## src/rtl/op_sweep_pkg.sv

```systemverilog
// Shared types and default widths for the opcode sweep controller.
package op_sweep_pkg;

    localparam int unsigned DW_DEF       = 4;
    localparam int unsigned NW_DEF       = 3;
    localparam int unsigned OP_COUNT_DEF = 8;
    localparam int unsigned CNT_W        = 4;

    typedef enum logic [1:0] {
        IDLE,
        APPLY,
        CAPTURE,
        DONE
    } sweep_state_e;

endpackage

```

## src/rtl/next_set_bit.sv

```systemverilog
// Finds the lowest set mask bit, either overall (first=1) or strictly above idx.
module next_set_bit
    import op_sweep_pkg::*;
#(
    parameter int unsigned NW       = NW_DEF,
    parameter int unsigned OP_COUNT = OP_COUNT_DEF
) (
    input  logic [OP_COUNT-1:0] mask,
    input  logic [NW-1:0]       idx,
    input  logic                first,
    output logic [NW-1:0]       nxt,
    output logic                found
);

    // Scan downward so the lowest qualifying bit is the last one written.
    always_comb begin
        nxt   = '0;
        found = 1'b0;
        for (int i = int'(OP_COUNT) - 1; i >= 0; i--) begin
            if (mask[i] && (first || (NW'(i) > idx))) begin
                nxt   = NW'(i);
                found = 1'b1;
            end
        end
    end

endmodule

```

## src/rtl/op_sweep_ctrl.sv

```systemverilog
// Opcode sweep driver: latches A/B and a mask, steps N through enabled opcodes,
// returns {op, X} on a valid/ready stream. Define OP_SWEEP_CHECKSUM_EN to build the chk XOR register.
module op_sweep_ctrl
    import op_sweep_pkg::*;
#(
    parameter int unsigned DW       = DW_DEF,
    parameter int unsigned NW       = NW_DEF,
    parameter int unsigned SETTLE   = 1,
    localparam int unsigned OP_COUNT = 2 ** NW
) (
    input  logic                clk,
    input  logic                rst_n,
    input  logic                start,
    input  logic                abort,
    input  logic [DW-1:0]       a_in,
    input  logic [DW-1:0]       b_in,
    input  logic [OP_COUNT-1:0] op_mask,
    output logic [DW-1:0]       A,
    output logic [DW-1:0]       B,
    output logic [NW-1:0]       N,
    input  logic [DW-1:0]       X,
    output logic                res_valid,
    input  logic                res_ready,
    output logic [NW-1:0]       res_op,
    output logic [DW-1:0]       res_data,
    output logic                busy,
    output logic                done,
    output logic [DW-1:0]       chk
);

    sweep_state_e         state_q, state_d;
    logic [DW-1:0]        a_q, a_d, b_q, b_d, rdat_q, rdat_d;
    logic [NW-1:0]        n_q, n_d, idx_q, idx_d, rop_q, rop_d;
    logic [OP_COUNT-1:0]  mask_q, mask_d;
    logic [CNT_W-1:0]     cnt_q, cnt_d;
    logic                 rv_q, rv_d, busy_q, busy_d, done_q, done_d;

    logic                 nsb_first, nsb_found;
    logic [OP_COUNT-1:0]  nsb_mask;
    logic [NW-1:0]        nsb_nxt;
    logic                 launch, accept;

    assign nsb_first = (state_q == IDLE);
    assign nsb_mask  = nsb_first ? op_mask : mask_q;
    assign launch    = (state_q == IDLE) && start && !abort;
    assign accept    = (state_q == CAPTURE) && rv_q && res_ready && !abort;

    next_set_bit #(.NW(NW), .OP_COUNT(OP_COUNT)) u_nsb (
        .mask  (nsb_mask),
        .idx   (idx_q),
        .first (nsb_first),
        .nxt   (nsb_nxt),
        .found (nsb_found)
    );

    // Next-state and next-output logic; N is driven in the first APPLY cycle, X sampled after SETTLE cycles.
    always_comb begin
        state_d = state_q;
        a_d     = a_q;
        b_d     = b_q;
        n_d     = n_q;
        mask_d  = mask_q;
        idx_d   = idx_q;
        cnt_d   = cnt_q;
        rv_d    = rv_q;
        rop_d   = rop_q;
        rdat_d  = rdat_q;
        done_d  = 1'b0;

        unique case (state_q)
            IDLE: begin
                if (launch) begin
                    a_d    = a_in;
                    b_d    = b_in;
                    mask_d = op_mask;
                    if (nsb_found) begin
                        idx_d   = nsb_nxt;
                        cnt_d   = CNT_W'(SETTLE);
                        state_d = APPLY;
                    end else begin
                        state_d = DONE;
                    end
                end
            end
            APPLY: begin
                n_d = idx_q;
                if (cnt_q == '0) begin
                    rdat_d  = X;
                    rop_d   = idx_q;
                    rv_d    = 1'b1;
                    state_d = CAPTURE;
                end else begin
                    cnt_d = cnt_q - CNT_W'(1);
                end
            end
            CAPTURE: begin
                if (rv_q && res_ready) begin
                    rv_d = 1'b0;
                    if (nsb_found) begin
                        idx_d   = nsb_nxt;
                        cnt_d   = CNT_W'(SETTLE);
                        state_d = APPLY;
                    end else begin
                        state_d = DONE;
                    end
                end
            end
            DONE: begin
                done_d  = 1'b1;
                state_d = IDLE;
            end
            default: state_d = IDLE;
        endcase

        // Abort cancels without a done pulse; mux inputs stay where they were.
        if (abort && (state_q != IDLE)) begin
            state_d = IDLE;
            rv_d    = 1'b0;
            done_d  = 1'b0;
            n_d     = n_q;
            idx_d   = idx_q;
            cnt_d   = cnt_q;
        end

        busy_d = (state_d != IDLE);
    end

    always_ff @(posedge clk or negedge rst_n) begin
        if (!rst_n) begin
            state_q <= IDLE;
            a_q     <= '0;
            b_q     <= '0;
            n_q     <= '0;
            mask_q  <= '0;
            idx_q   <= '0;
            cnt_q   <= '0;
            rv_q    <= 1'b0;
            rop_q   <= '0;
            rdat_q  <= '0;
            busy_q  <= 1'b0;
            done_q  <= 1'b0;
        end else begin
            state_q <= state_d;
            a_q     <= a_d;
            b_q     <= b_d;
            n_q     <= n_d;
            mask_q  <= mask_d;
            idx_q   <= idx_d;
            cnt_q   <= cnt_d;
            rv_q    <= rv_d;
            rop_q   <= rop_d;
            rdat_q  <= rdat_d;
            busy_q  <= busy_d;
            done_q  <= done_d;
        end
    end

`ifdef OP_SWEEP_CHECKSUM_EN
    logic [DW-1:0] chk_q;

    // Running XOR of accepted results; cleared only by a new sweep.
    always_ff @(posedge clk or negedge rst_n) begin
        if (!rst_n) begin
            chk_q <= '0;
        end else if (launch) begin
            chk_q <= '0;
        end else if (accept) begin
            chk_q <= chk_q ^ rdat_q;
        end
    end

    assign chk = chk_q;
`else
    assign chk = '0;
`endif

    assign A         = a_q;
    assign B         = b_q;
    assign N         = n_q;
    assign res_valid = rv_q;
    assign res_op    = rop_q;
    assign res_data  = rdat_q;
    assign busy      = busy_q;
    assign done      = done_q;

endmodule

```

## config.mk

```make
export PLATFORM = sky130hd
export DESIGN_NAME = op_sweep_ctrl
export DESIGN_NICKNAME = d
export VERILOG_FILES = /design/src/rtl/op_sweep_pkg.sv /design/src/rtl/next_set_bit.sv /design/src/rtl/op_sweep_ctrl.sv
export SDC_FILE = /design/constraint.sdc
export NUM_CORES = 1
export LEC_CHECK = 0
export CORE_UTILIZATION = 40
export DETAILED_ROUTE_END_ITERATION = 10
export MAX_ROUTING_LAYER = met4
export PLACE_DENSITY = 0.67
export SYNTH_ARGS = -nofsm -noshare
export SYNTH_HDL_FRONTEND = slang
export SYNTH_HIERARCHICAL = 1
export SYNTH_SLANG_ARGS = --single-unit
```

## constraint.sdc

```tcl
create_clock -name clk -period 3 [get_ports clk]
set_clock_uncertainty 0.05 [all_clocks]
set_input_delay 0.3 -clock clk [delete_from_list [all_inputs] [get_ports clk]]
set_output_delay 0.3 -clock clk [all_outputs]
set_load 0.01 [all_outputs]
```

After elaboration in Yosys (flattened, before gate mapping)
Index checks and enable logic that the tools add are counted.

storage, ports and cells
  bits in registers = 38
  latch bits = 0
  memory bits (writable) = 0
  memory bits (read-only) = 0
  output and inout port bits = 25
  memories kept = 0

cells by class
  $add $sub $neg = 1
  $mul = 0
  div/mod/pow operators = 0
  order comparisons = 8
  eq/ne operators = 8
  shift operators = 0
  multiplexer cells = 38
  bitwise logic cells = 1
  reduce and logical (&&, ||, !) cells = 34

operators by type and width
  cell                                                number
  2-to-1 mux 3 bit                                    11
  2-to-1 mux 4 bit                                    4
  2-to-1 mux 1 bit                                    13
  > comparator 3 bit (first input constant)           4
  logical AND 1 bit                                   12
  one-hot mux 4 bit (3 select lines)                  1
  2-to-1 mux 2 bit                                    5
  logical OR 1 bit                                    8
  2-to-1 mux 8 bit                                    1
  one-hot mux 2 bit (4 select lines)                  1
  > comparator 1 x 3 -> 1 bit (first input constant)  2
  > comparator 2 x 3 -> 1 bit (first input constant)  2
  one-hot mux 3 bit (2 select lines)                  1
  AND reduction 2 bit                                 3
  nonzero test 2 bit                                  3
  nonzero test 3 bit                                  2
  AND reduction 5 bit                                 1
  == test 2 bit (second input constant)               2
  logical NOT 4 bit                                   1
  != test 2 x 1 -> 1 bit (second input constant)      2
  AND reduction 4 bit                                 1
  subtractor 4 x 1 -> 4 bit (second input constant)   1
  != test 3 x 1 -> 1 bit (second input constant)      1
  != test 3 bit (second input constant)               1
  other kinds (7)                                     7

Logic depth before layout (Yosys ltp)
  depth in word-level cells = 16
  mapped depth = 10

Hierarchy
Netlist, hierarchy kept.

modules (own cells, without submodules)
  module         times used  cells each  area each (µm²)
  op_sweep_ctrl  1           132         1815.5
  next_set_bit   1           37          236.5

Worst setup path after synthesis
OpenSTA, ideal clock, no wires.

  kind = register to register
  from = register state_q[0]
  to = register cnt_q[1]
  arrival time = 2455 ps
  required time = 2823 ps
  path slack = 368 ps
  stages on the path, launching flop included = 11
  path buffers = 1
  cells stage by stage = dfrtp_1 buf_6 nor2_2 mux2_2 nor2b_1 o22a_1 nor2_1 nand4_1 o2111ai_2 nand2b_4 mux2_1

between the ends
  cells in the longest elaborated chain, start to end = 14
  elaborated cells on any way between the ends = 42
  classes of those cells = 5 x eq/ne; 13 x mux; 1 x bitwise; 23 x reduce/logical

ends and longest elaborated chain
  item                                        RTL line              RTL
  start: declaration                          op_sweep_ctrl.sv:31   sweep_state_e state_q, state_d;
  start signal: assignment                    op_sweep_ctrl.sv:143  state_q <= state_d;
  logical NOT 2 bit (*)                       op_sweep_ctrl.sv:43   assign nsb_first = (state_q == IDLE);
  via nsb_first                               op_sweep_ctrl.sv:38   logic nsb_first, nsb_found;
  2-to-1 mux 8 bit (*)                        op_sweep_ctrl.sv:44   assign nsb_mask = nsb_first ? op_mask : mask_q;
  via nsb_mask[7]                             op_sweep_ctrl.sv:39   logic [OP_COUNT-1:0] nsb_mask;
  logical AND 1 bit (*)                       next_set_bit.sv:20    if (mask[i] && (first || (NW'(i) > idx))) begin
  2-to-1 mux 1 bit (*) (8 in a row)           next_set_bit.sv:20
  via nsb_found                               op_sweep_ctrl.sv:38
  2-to-1 mux 4 bit (*)                        --
  2-to-1 mux 4 bit, on equally long branches  --
  one-hot mux 4 bit (3 select lines) (*)      op_sweep_ctrl.sv:70   unique case (state_q)
  end signal: assignment                      op_sweep_ctrl.sv:149  cnt_q <= cnt_d;
  end: declaration                            op_sweep_ctrl.sv:35   logic [CNT_W-1:0] cnt_q, cnt_d;

The timed path passes the listed nets; every way through them passes the cells marked *. The select of a mux whose other input is x is not followed.
A chain may end at the register's enable or synchronous reset.

Worst setup path in the final report
  from = register state_q[0]
  to = register cnt_q[1]

between the ends
  elaborated cells on any way between the ends = 42
  classes of those cells = 5 x eq/ne; 13 x mux; 1 x bitwise; 23 x reduce/logical

RTL lines
  item                                        RTL line
  logical NOT 2 bit (*)                       op_sweep_ctrl.sv:43
  via nsb_first                               op_sweep_ctrl.sv:38
  2-to-1 mux 8 bit (*)                        op_sweep_ctrl.sv:44
  via nsb_mask[2]                             op_sweep_ctrl.sv:39
  logical AND 1 bit (*)                       next_set_bit.sv:20
  2-to-1 mux 1 bit (*) (3 in a row)           next_set_bit.sv:20
  via nsb_found                               op_sweep_ctrl.sv:38
  2-to-1 mux 4 bit (*)                        --
  2-to-1 mux 4 bit, on equally long branches  --
  one-hot mux 4 bit (3 select lines) (*)      op_sweep_ctrl.sv:70

Marks and branches as above.

==> results.cfg <==
[die]
boundaryPins = 50
die_y_um = 73.63
die_w_um = 73.63
rows = 25
start_util_pct = 42.60
coreArea_um2 = 4817
fp.dieArea_um2 = 5421

[timing]
fmax_mhz = 371.2
finalCritPeriodShare_pct = 89.81
worstMarginPinSlew_ns = 0.8230
rsz0062_at_grt = false
finalSetupTns_ns = 0
slew_violations = 0
slew_headroom_pct = 45.14
hold_viol = 0
finalSetupViolations = 0
fin_crit_ns = 2.694

[job]
cap_viol_max_count = 0

[layout]
antenna_cells = 0
syn_to_final_growth_pct = 29.63
num-fill-cells = 444
utilization_pct = 55.22
nets = 244
drive_above_1_share_pct = 26.61
design_area_um2 = 2660

[critical_path]
path_cells = nor2_2, buf_4, mux2_2, o22ai_1, nand4_1, o2111ai_2, nand2b_4, mux2_1
worst-endpoint-arrival_ns = 2.83
cp_max_fo = 14
worstReg2RegStart = state_q[0]$_DFF_PN0_
critical_path.top_delay_family = multiplexers
end_kind = flip-flop
cp.required_ns = 3.13
start_kind = flip-flop
max_stage_delay_ns = 0.40
cp-startpoint = state_q[0]$_DFF_PN0_
critical_path_class = reg -> reg
worst-path-buf-inv = 1
slowest_stage = dfrtp_1

[route]
vias = 1436
wl_per_cell_um = 13.82
firstDrtPassIters = 4
vias_per_cell = 5.039
drcViolationCount = 0
ant_nets = 0
drt_iter0_markers = 60
routed_wl_um = 3940

[logic_synthesis]
ys_dominant_reg_cell = dfrtp_1
yosys_warnings = 6
synth_area_um2 = 2052
synth_edf_count = 0
synth_seq_area_share_pct = 46.34
syn_avg_cell_area_um2 = 12.14
async_flop_share_pct = 100.0
netlist_instances = 169
ys_seq_elements = 38
ys_types = 45

[placement]
placement.cell_area_um2 = 2522
io_buffers = 45
hpwl_um = 2789
routabilityCongestion = 0.8185

[power]
power_uw = 2314
p_leak_uw = 0.001146
irDropWorstVdd_mv = 0.4289
p_per_area_nw_per_um2 = 869.9

[cts]
clk_latency_ns = 0.29
cts_tree = done
cts_root_buffer = clkbuf_8
post_cts_resized = 0
numCtsBuffers = 5
holdBufCountCts = 0
ctsHtreeMaxLevel = 2
max-clock-path-buffers = 2
path_clk_slew_ns = 0.08
cts_sinks = 38
cts_setup_buffers = 0

[global_route]
first_global_vias = 1440
overflow = 0
groute.usage.overall_pct = 17.35
antenna_found_initial = 0
grt_max_degree = 39
grt_pass1_wl_um = 6865

[run_status]
status = finished, final reports clean

[hold_path]
hold_path_class = in -> async
==> through the flow <==
step                      instances  hold WS, ns  setup WS (ns)
final                           285      0.05296         0.3057
after global routing            285       0.1256         0.1594
after CTS                       285      0.08733         0.3100
after detailed placement        277       0.4000         0.3292
after global placement          277       0.4064         0.4226
after floorplan                 172     -0.04559         0.3679
==> power breakdown <==
part	internal (µW)	switching, µW
Sequential	698	146
Clock	333	195
Combinational	561	381
==> cell usage after synthesis (all sizes together) (2+ instances only) <==
master | instances | area, µm²
dfrtp | 38 | 950.9
mux2 | 38 | 465.4
nor2 | 13 | 51.30
buf | 11 | 100.1
o21ai | 10 | 50.04
nand2b | 7 | 51.30
a21oi | 6 | 30.03
nand2 | 5 | 18.77
nor2b | 5 | 31.28
inv | 3 | 11.26
o22a | 3 | 26.28
ha | 2 | 25.02
mux2i | 2 | 20.02
nor3 | 2 | 10.01
nor4 | 2 | 12.51
==> registers in the layout, indices dropped and copies added, names as in the netlist, 3 cells and up <==
register and count:
idx_q 3, N 3, cnt_q 4, B 4
A 4, mask_q 8, res_op 3, res_data 4
==> placed cells by master, fill, tap and decap left out, types with 2 or more instances in the layout <==
master           count
nor3_1               2
clkdlybuf4s50_1     44
nor4_1               2
o22a_1               3
nand2b_1             6
nor2_1              12
mux2_2              27
o21ai_0              9
ha_1                 2
buf_4                4
inv_1                3
clkbuf_8             5
conb_1               4
nand2_1              5
nor2b_1              5
mux2i_1              2
dfrtp_1             38
bufinv_16            2
a21oi_1              6
mux2_4              10
==> area by class of cell <==
| type | instances | area (µm²) | share of cell area [%] |
|---|---|---|---|
| clock buffer | 5 | 68.82 | 2.587 |
| clock inverter | 3 | 68.82 | 2.587 |
| inverter | 3 | 11.26 | 0.4233 |
| multi-input combinational | 120 | 1001 | 37.63 |
| sequential | 38 | 950.9 | 35.75 |
| tap | 67 | 83.83 | 3.151 |
| timing repair buffer | 49 | 475.5 | 17.87 |
==> routing by layer <==
layer	global-route usage [%]	up-vias	routed length, µm
met1	21.82	697	1840
li1	-	690	-
met2	27.01	41	1852
met3	4.390	8	194
met5	-	-	0
met4	6.410	0	52
==> path summary, 6_finish.rpt <==
kind                                              end  slack, ns  cells past startpoint
worst max-delay path             cnt_q[1]$_DFFE_PN0P_       0.31                      8
worst min-delay path                 A[1]$_DFFE_PN0P_       0.05                      1
worst min register to register  res_op[2]$_DFFE_PN0P_       0.46                      1
min in group clk                res_op[2]$_DFFE_PN0P_       0.46                      1
max in group asynchronous        idx_q[2]$_DFFE_PN0P_       2.34                      1
worst max register to register   cnt_q[1]$_DFFE_PN0P_       0.31                      8
==> worst reg2reg max path: cells and delay by family (launching register included) <==
family          cells  cell delay [ns]
buf+inv             1             0.25
mux                 2             0.69
compound gates      2             0.53
flops               1             0.40
simple gates        3             0.68
==> cells by family after synthesis <==
family	count (synthesis)	share of synthesized area [%]
buffers and inverters	14	5.426
other	1	0.1828
AOI/OAI and AO/OA	28	9.451
adders and majority gates	2	1.219
DFF	38	46.34
muxes	40	23.66
and+or+nand+nor	46	13.72
Note: power is estimated with default switching activity, not from simulation.
